File: src/rtl/alu4_sequencer.sv
// rtl/alu4_sequencer.sv - command sequencer driving an external 4-bit ALU
// Holds r0..r3 and {C,R,V,Z}; issues reg-reg/reg-imm ops, loads and reads.
module alu4_sequencer #(
  parameter int unsigned ALU_WAIT = 1
) (
  input  logic        clk,
  input  logic        rst_n,
  input  logic        cmd_valid,
  output logic        cmd_ready,
  input  logic [15:0] cmd,
  output logic [3:0]  alu_op,
  output logic [3:0]  alu_a,
  output logic [3:0]  alu_b,
  output logic        alu_ci,
  output logic        alu_rci,
  input  logic [3:0]  alu_y,
  input  logic        alu_co,
  input  logic        alu_rco,
  input  logic        alu_ov,
  input  logic        alu_z,
  output logic        res_valid,
  input  logic        res_ready,
  output logic [3:0]  res_data,
  output logic [3:0]  res_flags
);

  typedef enum logic [1:0] {IDLE, ISSUE, RESP} state_t;

  localparam logic [2:0] WAIT_LOAD = 3'(ALU_WAIT - 1);

  state_t     state, state_nxt;
  logic [3:0] regs [4];
  logic [3:0] flags;
  logic [2:0] cnt;
  logic [3:0] op_q, imm_q;
  logic [1:0] rd_q, ra_q, rb_q;
  logic       imm_sel_q;

  logic [1:0] cmd_mode;
  logic [3:0] cmd_op, cmd_imm;
  logic [1:0] cmd_rd, cmd_ra, cmd_rb;

  assign cmd_mode  = cmd[15:14];
  assign cmd_op    = cmd[13:10];
  assign cmd_rd    = cmd[9:8];
  assign cmd_ra    = cmd[7:6];
  assign cmd_rb    = cmd[5:4];
  assign cmd_imm   = cmd[3:0];
  assign res_flags = flags;

  always_ff @(posedge clk or negedge rst_n) begin
    if (!rst_n) state <= IDLE;
    else        state <= state_nxt;
  end

  // ALU drive is purely a function of state so reset clears it without a clock
  always_comb begin
    state_nxt = state;
    cmd_ready = 1'b0;
    res_valid = 1'b0;
    alu_op    = 4'h0;
    alu_a     = 4'h0;
    alu_b     = 4'h0;
    alu_ci    = 1'b0;
    alu_rci   = 1'b0;
    case (state)
      IDLE: begin
        cmd_ready = rst_n;
        if (cmd_valid) state_nxt = cmd_mode[1] ? RESP : ISSUE;
      end
      ISSUE: begin
        alu_op  = op_q;
        alu_a   = regs[ra_q];
        alu_b   = imm_sel_q ? imm_q : regs[rb_q];
        alu_ci  = flags[3];
        alu_rci = flags[2];
        if (cnt == 3'd0) state_nxt = RESP;
      end
      RESP: begin
        res_valid = 1'b1;
        if (res_ready) state_nxt = IDLE;
      end
      default: state_nxt = IDLE;
    endcase
  end

  always_ff @(posedge clk or negedge rst_n) begin
    if (!rst_n) begin
      for (int i = 0; i < 4; i++) regs[i] <= 4'h0;
      flags     <= 4'h0;
      cnt       <= 3'd0;
      res_data  <= 4'h0;
      op_q      <= 4'h0;
      imm_q     <= 4'h0;
      rd_q      <= 2'd0;
      ra_q      <= 2'd0;
      rb_q      <= 2'd0;
      imm_sel_q <= 1'b0;
    end else begin
      case (state)
        IDLE: begin
          if (cmd_valid) begin
            op_q      <= cmd_op;
            imm_q     <= cmd_imm;
            rd_q      <= cmd_rd;
            ra_q      <= cmd_ra;
            rb_q      <= cmd_rb;
            imm_sel_q <= cmd_mode[0];
            cnt       <= WAIT_LOAD;
            if (cmd_mode == 2'b10) begin
              regs[cmd_rd] <= cmd_imm;
              res_data     <= cmd_imm;
            end else if (cmd_mode == 2'b11) begin
              res_data <= regs[cmd_rd];
            end
          end
        end
        ISSUE: begin
          // destination is written only at capture, so rd may alias ra/rb
          if (cnt == 3'd0) begin
            regs[rd_q] <= alu_y;
            flags      <= {alu_co, alu_rco, alu_ov, alu_z};
            res_data   <= alu_y;
          end else begin
            cnt <= cnt - 3'd1;
          end
        end
        default: ;
      endcase
    end
  end

endmodule

File: config.mk
export PLATFORM = sky130hd
export DESIGN_NAME = alu4_sequencer
export DESIGN_NICKNAME = d
export VERILOG_FILES = /design/src/rtl/alu4_sequencer.sv
export SDC_FILE = /design/constraint.sdc
export NUM_CORES = 1
export LEC_CHECK = 0
export CORE_ASPECT_RATIO = 2
export CORE_MARGIN = 1
export CORE_UTILIZATION = 40
export CTS_CLUSTER_SIZE = 8
export DETAILED_ROUTE_END_ITERATION = 12
export PLACE_DENSITY = 0.67
export SYNTH_ARGS = -nofsm -noshare
export SYNTH_HDL_FRONTEND = slang
export SYNTH_SLANG_ARGS = --single-unit
File: constraint.sdc
create_clock -name clk -period 1.6 [get_ports clk]
set_input_delay 0.32 -clock clk [delete_from_list [all_inputs] [get_ports clk]]
set_output_delay 0.32 -clock clk [all_outputs]
set_load 0.02 [all_outputs]
# Word-level counts from Yosys, hierarchy flattened
# Cells that the tools add are included.
dict set report word_totals {
  out_inout_bits 24
  word_cells 86
  regBits 44
  input_bits 28
}
dict set report op_classes {
  n_reduce_logical 11
  addsub 1
  mux 40
  bitwise 4
  order_cmp 6
  n_eq_ne 10
}
# operator count
set ops {}
lappend ops {{$mux 4} 16}
lappend ops {{$mux 16} 3}
lappend ops {{$bwmux 16} 2}
lappend ops {{$pmux 16 s2} 1}
lappend ops {{$bmux 4 s2} 3}
lappend ops {{$demux 4 s2} 2}
lappend ops {{$ge 3x3->1 const B} 4}
lappend ops {{$not 2->3} 4}
lappend ops {{$ne 2x2->1 const B} 5}
lappend ops {{$mux 2} 4}
lappend ops {{$pmux 4 s2} 1}
lappend ops {{$reduce_and 4->1} 2}
lappend ops {{$eq 2x2->1 const B} 3}
lappend ops {{$lt 3x1->1 const B} 2}
lappend ops {{$mux 3} 2}
lappend ops {{$pmux 2 s3} 1}
lappend ops {{$pmux 3 s2} 1}
lappend ops {{$reduce_and 3->1} 2}
lappend ops {{$mux 1} 4}
lappend ops {{$reduce_and 2->1} 2}
lappend ops {{$logic_not 3->1} 1}
lappend ops {{$ne 3x3->1 const B} 1}
lappend ops {{$sub 3x1->3 const B} 1}
lappend ops {{$eq 2x1->1 const B} 1}
lappend ops {{other kinds (3)} 4}

# Longest topological paths before layout
dict set report logic_depth {
  depth_word 9
  ltp_mapped 7
  ltp_nobuf 5
}

# Worst setup path before layout
# No wires, ideal clock.
dict set report synth_path {
  path_type {register to output}
  startpoint {register ra_q[0]}
  endpoint {output alu_a[0]}
  path_stages_with_launch 4
  arrival_time_ns 1.311
  slack_ns -0.031
  required_time_ns 1.280
  n_path_buf 1
  cell_sequence {dfrtp_1 -> buf_1 -> mux4_2 -> and2_1}
}
dict set report synth_via {
  elab_chain_len 5
}
# item line_no
set synth_lines {}
lappend synth_lines {{start, declared} 36} ;# logic [1:0] rd_q, ra_q, rb_q;
lappend synth_lines {{start signal, assigned} 106} ;# ra_q <= cmd_ra;
lappend synth_lines {{$not 2->3 (implied by the code)} 73} ;# alu_a = regs[ra_q];
lappend synth_lines {{$bmux 4 s2} 73}
lappend synth_lines {{$mux 4 (implied by the code) (2 in series)} 73}
lappend synth_lines {{$mux 4} 66} ;# case (state)
lappend synth_lines {{end, declared} 12} ;# output logic [3:0] alu_a,
# Every way passes these cells. The select of a mux whose other input is x is not followed.

# Worst setup path in the final report
dict set report layout_path {
  startpoint {register rb_q[0]}
  endpoint {output alu_b[1]}
}
dict set report layout_via {
  elab_chain_len 6
}
# item line_no
set layout_lines {}
lappend layout_lines {{start, declared} 36}
lappend layout_lines {{start signal, assigned} 107} ;# rb_q <= cmd_rb;
lappend layout_lines {{$not 2->3 (implied by the code)} 74} ;# alu_b = imm_sel_q ? imm_q : regs[rb_q];
lappend layout_lines {{$bmux 4 s2} 74}
lappend layout_lines {{$mux 4 (implied by the code) (2 in series)} 74}
lappend layout_lines {{$mux 4} 74}
lappend layout_lines {{$mux 4} 66}
lappend layout_lines {{end, declared} 13} ;# output logic [3:0] alu_b,
# Every way passes these cells. The select of a mux whose other input is x is not followed.

==> impl_results.html <==
<table>
<tr><th>Metric</th><th>Value</th></tr>
<tr><th colspan="2">Die</th></tr>
<tr><td>Die span in y</td><td>126 microns</td></tr>
<tr><td>Die width</td><td>64.2 microns</td></tr>
<tr><td>Core area</td><td>between 7000 and 8000 sq um</td></tr>
<tr><td>Top Ports</td><td>between 50 and 60</td></tr>
<tr><td>Initial core utilization</td><td>about 41%</td></tr>
<tr><td>Rows</td><td>45</td></tr>
<tr><td>Die footprint</td><td>roughly 8000 sq um</td></tr>
<tr><th colspan="2">Global route</th></tr>
<tr><td>Global-route total usage across every layer</td><td>approximately 28%</td></tr>
<tr><td>Via count of the first global-routing pass</td><td>3315</td></tr>
<tr><td>Total global routing overflow</td><td>0</td></tr>
<tr><td>Number of antenna violations at the first check in global routing</td><td>0</td></tr>
<tr><td>Global-route wire length before repair</td><td>between 15000 and 20000 microns</td></tr>
<tr><td>Pin count of the biggest net entering global routing</td><td>45</td></tr>
<tr><th colspan="2">Logic synthesis</th></tr>
<tr><td>Async S/R FF share, synth</td><td>100%</td></tr>
<tr><td>Syn Nets</td><td>338</td></tr>
<tr><td>Area share of the largest cell type after synthesis</td><td>35.5%</td></tr>
<tr><td>Synthesized area per cell</td><td>just over 10 sq um</td></tr>
<tr><td>Area leader, netlist</td><td>dfrtp_1</td></tr>
<tr><td>Synth unique cells</td><td>45</td></tr>
<tr><td>Top_reg_cell synth</td><td>dfrtp_1</td></tr>
<tr><td>Seq cells post-synth</td><td>between 40 and 50</td></tr>
<tr><td>Post-synthesis instance total</td><td>~300</td></tr>
<tr><td>EDFF count, synth</td><td>0</td></tr>
<tr><td>Portion of the post-synthesis area used by sequential elements</td><td>35.5%</td></tr>
<tr><td>Number of warnings reported in the yosys synthesis log</td><td>0</td></tr>
<tr><td>Cell Area, Synth</td><td>roughly 3100 sq um</td></tr>
<tr><td>Most area-consuming cells after synthesis</td><td>dfrtp_1 (36%), a311oi_1 (10%), mux4_2 (5.8%), nand2_1 (5.1%), o32ai_1 (4.5%)</td></tr>
<tr><th colspan="2">Power</th></tr>
<tr><td>PD cells</td><td>approximately 1500 nW/um^2</td></tr>
<tr><td>Worst-case vdd ir drop</td><td>around 0.0012 V</td></tr>
<tr><td>Leakage power</td><td>~2 nW</td></tr>
<tr><th colspan="2">Outcome</th></tr>
<tr><td>Result of the run</td><td>finished, violations left</td></tr>
<tr><td>Violations in the final reports</td><td>negative setup slack</td></tr>
<tr><th colspan="2">STA</th></tr>
<tr><td>Max-slew headroom at the worst pin</td><td>roughly 61%</td></tr>
<tr><td>Tcrit/Tclk final</td><td>125%</td></tr>
<tr><td>Final Worst Setup Slack</td><td>-407 ps</td></tr>
<tr><td>Slew at the pin with the worst max-slew slack</td><td>between 500 and 600 ps</td></tr>
<tr><td>Setup repair after global routing missed its margin</td><td>true</td></tr>
<tr><td>WHS</td><td>around 190 ps</td></tr>
<tr><td>Period minus WS final</td><td>between 2000 and 2500 ps</td></tr>
<tr><td>Final-report setup violation count</td><td>39</td></tr>
<tr><td>Setup skew after layout</td><td>6.53 ps</td></tr>
<tr><td>Timing-limited maximum frequency</td><td>roughly 500 MHz</td></tr>
<tr><td>Count of final hold-check violations</td><td>0</td></tr>
<tr><td>Number of max-slew violations in the final report</td><td>0</td></tr>
<tr><th colspan="2">Finish</th></tr>
<tr><td>Number of nets at the end of the flow</td><td>between 400 and 500</td></tr>
<tr><td>Share of layout cells above drive strength 1</td><td>between 40% and 50%</td></tr>
<tr><td>Final Util</td><td>between 60% and 70%</td></tr>
<tr><td>Total inserted antenna cells</td><td>0</td></tr>
<tr><td>Area growth from synthesis to final layout</td><td>55.1%</td></tr>
<tr><td>Count of placed standard cells in the final layout, fillers left out</td><td>506</td></tr>
<tr><td>Fillers</td><td>a little under 600</td></tr>
<tr><th colspan="2">CTS</th></tr>
<tr><td>CTS tree</td><td>yes</td></tr>
<tr><td>CTS HTree Levels</td><td>2</td></tr>
<tr><td>Clk Tree Root Cell</td><td>clkbuf_16</td></tr>
<tr><td>Clock latency of the later-clocked register in the worst-skew pair</td><td>roughly 290 ps</td></tr>
<tr><td>Number of buffers on the longest clock path</td><td>2</td></tr>
<tr><td>Clock buffers created by TritonCTS</td><td>5</td></tr>
<tr><td>Post-CTS Hold Buffers</td><td>0</td></tr>
<tr><td>Worst-path clk slew</td><td>about 70 ps</td></tr>
<tr><td>Clock Sink Count</td><td>between 40 and 50</td></tr>
<tr><th colspan="2">Setup path</th></tr>
<tr><td>Worst EP required</td><td>around 1300 ps</td></tr>
<tr><td>Data arrival time of the critical path</td><td>roughly 1700 ps</td></tr>
<tr><td>Number of cells traversed by the worst register-to-register path</td><td>7</td></tr>
<tr><td>Classification of the worst setup path</td><td>flip-flop to output port</td></tr>
<tr><td>Kind of end point of the critical path</td><td>output port</td></tr>
<tr><td>CP startpoint kind</td><td>flip-flop</td></tr>
<tr><td>Critical Path Fanout Max</td><td>5</td></tr>
<tr><th colspan="2">Placed design</th></tr>
<tr><td>Estimated wirelength of the detail-placed design</td><td>7390 microns</td></tr>
<tr><td>Final weighted congestion of routability-driven global placement</td><td>around 0.96</td></tr>
<tr><td>Worst slack at placement</td><td>-470 ps</td></tr>
<tr><td>Count of buffers from port buffering</td><td>51</td></tr>
<tr><td>Cell count after placement</td><td>roughly 480</td></tr>
<tr><th colspan="2">Routing</th></tr>
<tr><td>Highest Signal Layer</td><td>met4</td></tr>
<tr><td>Total vias in the final route</td><td>3312</td></tr>
<tr><td>Drt pass-1 iters</td><td>6</td></tr>
<tr><td>Final ANT Viol Nets</td><td>0</td></tr>
<tr><td>Wirelength, routed</td><td>12200 microns</td></tr>
<tr><td>Routed length per placed instance</td><td>24.2 microns</td></tr>
<tr><td>Routed length on met3</td><td>750 microns</td></tr>
<tr><td>Remaining routing DRC violations</td><td>0</td></tr>
<tr><td>Length of routed met2 wiring</td><td>~6400 microns</td></tr>
<tr><td>Number of design-rule violations left by the first detailed-router iteration</td><td>~280</td></tr>
<tr><td>Routed vias/inst</td><td>6.55</td></tr>
<tr><td>Wire length on met1</td><td>about 4200 microns</td></tr>
<tr><th colspan="2">Min path</th></tr>
<tr><td>Min-Delay Path Class</td><td>primary input to asynchronous set/reset pin</td></tr>
<tr><th colspan="2">Flow run</th></tr>
<tr><td>Count of maximum capacitance violations</td><td>0</td></tr>
</table>
==> cell usage after synthesis (6+ instances only) <==
master    number
a311oi_1      36
and2_1        11
and4bb_2       6
buf_2         11
buf_6          8
dfrtp_1       44
mux2_2        12
mux4_2         8
nand2_1       42
nand3_1       20
nor2b_1        8
nor3_1        20
o32ai_1       16
==> power by group <==
| group | internal, mW | total (mW) | switching (mW) |
|---|---|---|---|
| Sequential | 1.52 | 1.92 | 0.401 |
| Combinational | 2.18 | 4.16 | 1.98 |
| Clock | 0.743 | 1.22 | 0.476 |
| Total | 4.44 | 7.30 | 2.86 |
==> state kept, by name, summed over array words and instances (netlist names) <==
signal	cells
regs	16
rd_q	2
rb_q	2
state	2
imm_sel_q	1
cnt	3
imm_q	4
op_q	4
res_flags	4
ra_q	2
res_data	4
==> placed cells by master, fill, tap and decap left out, drive strengths merged, types with 2 or more instances in the layout <==
cell,synthesis,final
inv,5,6
nor3b,2,2
mux2i,5,5
mux4,8,8
mux2,12,12
dlygate4sd2,0,4
clkdlybuf4s50,0,27
dlymetal6s2s,0,3
buf,27,90
nand4bb,3,3
a311oi,36,36
a211oi,4,4
nor3,20,20
and2,11,11
o32ai,16,16
nand3,20,20
and4bb,8,9
dfrtp,44,44
nand2,42,42
ha,2,2
nor2b,9,9
nand2b,6,8
nor2,5,5
clkbuf,7,7
o21ai,5,5
==> worst max-delay path, cell delays in order (launching register included) <==
cell and delay [ps]:
dfrtp_2 450, buf_6 120, mux4_2 480, mux2i_1 140
nor2_1 50, buf_2 150
==> layout make-up <==
type                            count  area (sq um)  share of cell area (%)
Multi-Input combinational cell    227          2080                    43.3
Clock buffer                        5           125                    2.60
Clock inverter                      3          46.3                   0.964
Inverter                            6          22.5                   0.469
Tap cell                           94           118                    2.45
Sequential cell                    44          1100                    23.0
Timing Repair Buffer              127          1310                    27.2
==> worst paths after layout <==
path | from | end | slack [ps]
worst max-delay path | rb_q[0] | alu_b[1] | -410
worst min-delay path | rst_n | regs[7] | 190
worst max register to register | state[1] | res_data[1] | -160
worst min register to register | op_q[0] | op_q[0] | 480
max in group asynchronous | rst_n | rb_q[0] | 980
min in group clk | op_q[0] | op_q[0] | 480
==> what timing repair did <==
action | CTS | global route
setup endpoints to repair | 32 | 61
cloned | 4 | 4
setup buffers | 9 | 7
gates resized for setup | 136 | 51
pin swaps | 18 | 27
==> layer usage <==
metal / global-route usage (%) / up-vias
met5: 0 / -
met3: 4.05 / 78
li1: - / 1399
met2: 50.6 / 212
met1: 29.1 / 1623
met4: 18.7 / 0
==> metrics by stage <==
| stage | area (sq um) | power, mW | TNS (ps) |
|---|---|---|---|
| floorplan | 3100 | 3.86 | 0 |
| global placement | 3980 | 4.84 | -12300 |
| detailed placement | 3980 | 4.93 | -12330 |
| CTS | 4510 | 6.75 | -3840 |
| global route | 4800 | 7.61 | -6560 |
| finish | 4800 | 7.30 | -5090 |
==> kinds of logic after synthesis <==
kind of cell | after synthesis | synth area share (%)
adders and majority gates | 2 | 0.808
DFF | 44 | 35.5
muxes | 25 | 11.8
AOI/OAI and AO/OA | 64 | 17.8
and+or+nand+nor | 133 | 25.6
buffers and inverters | 40 | 8.52
Power figures use the tool's default switching activity.
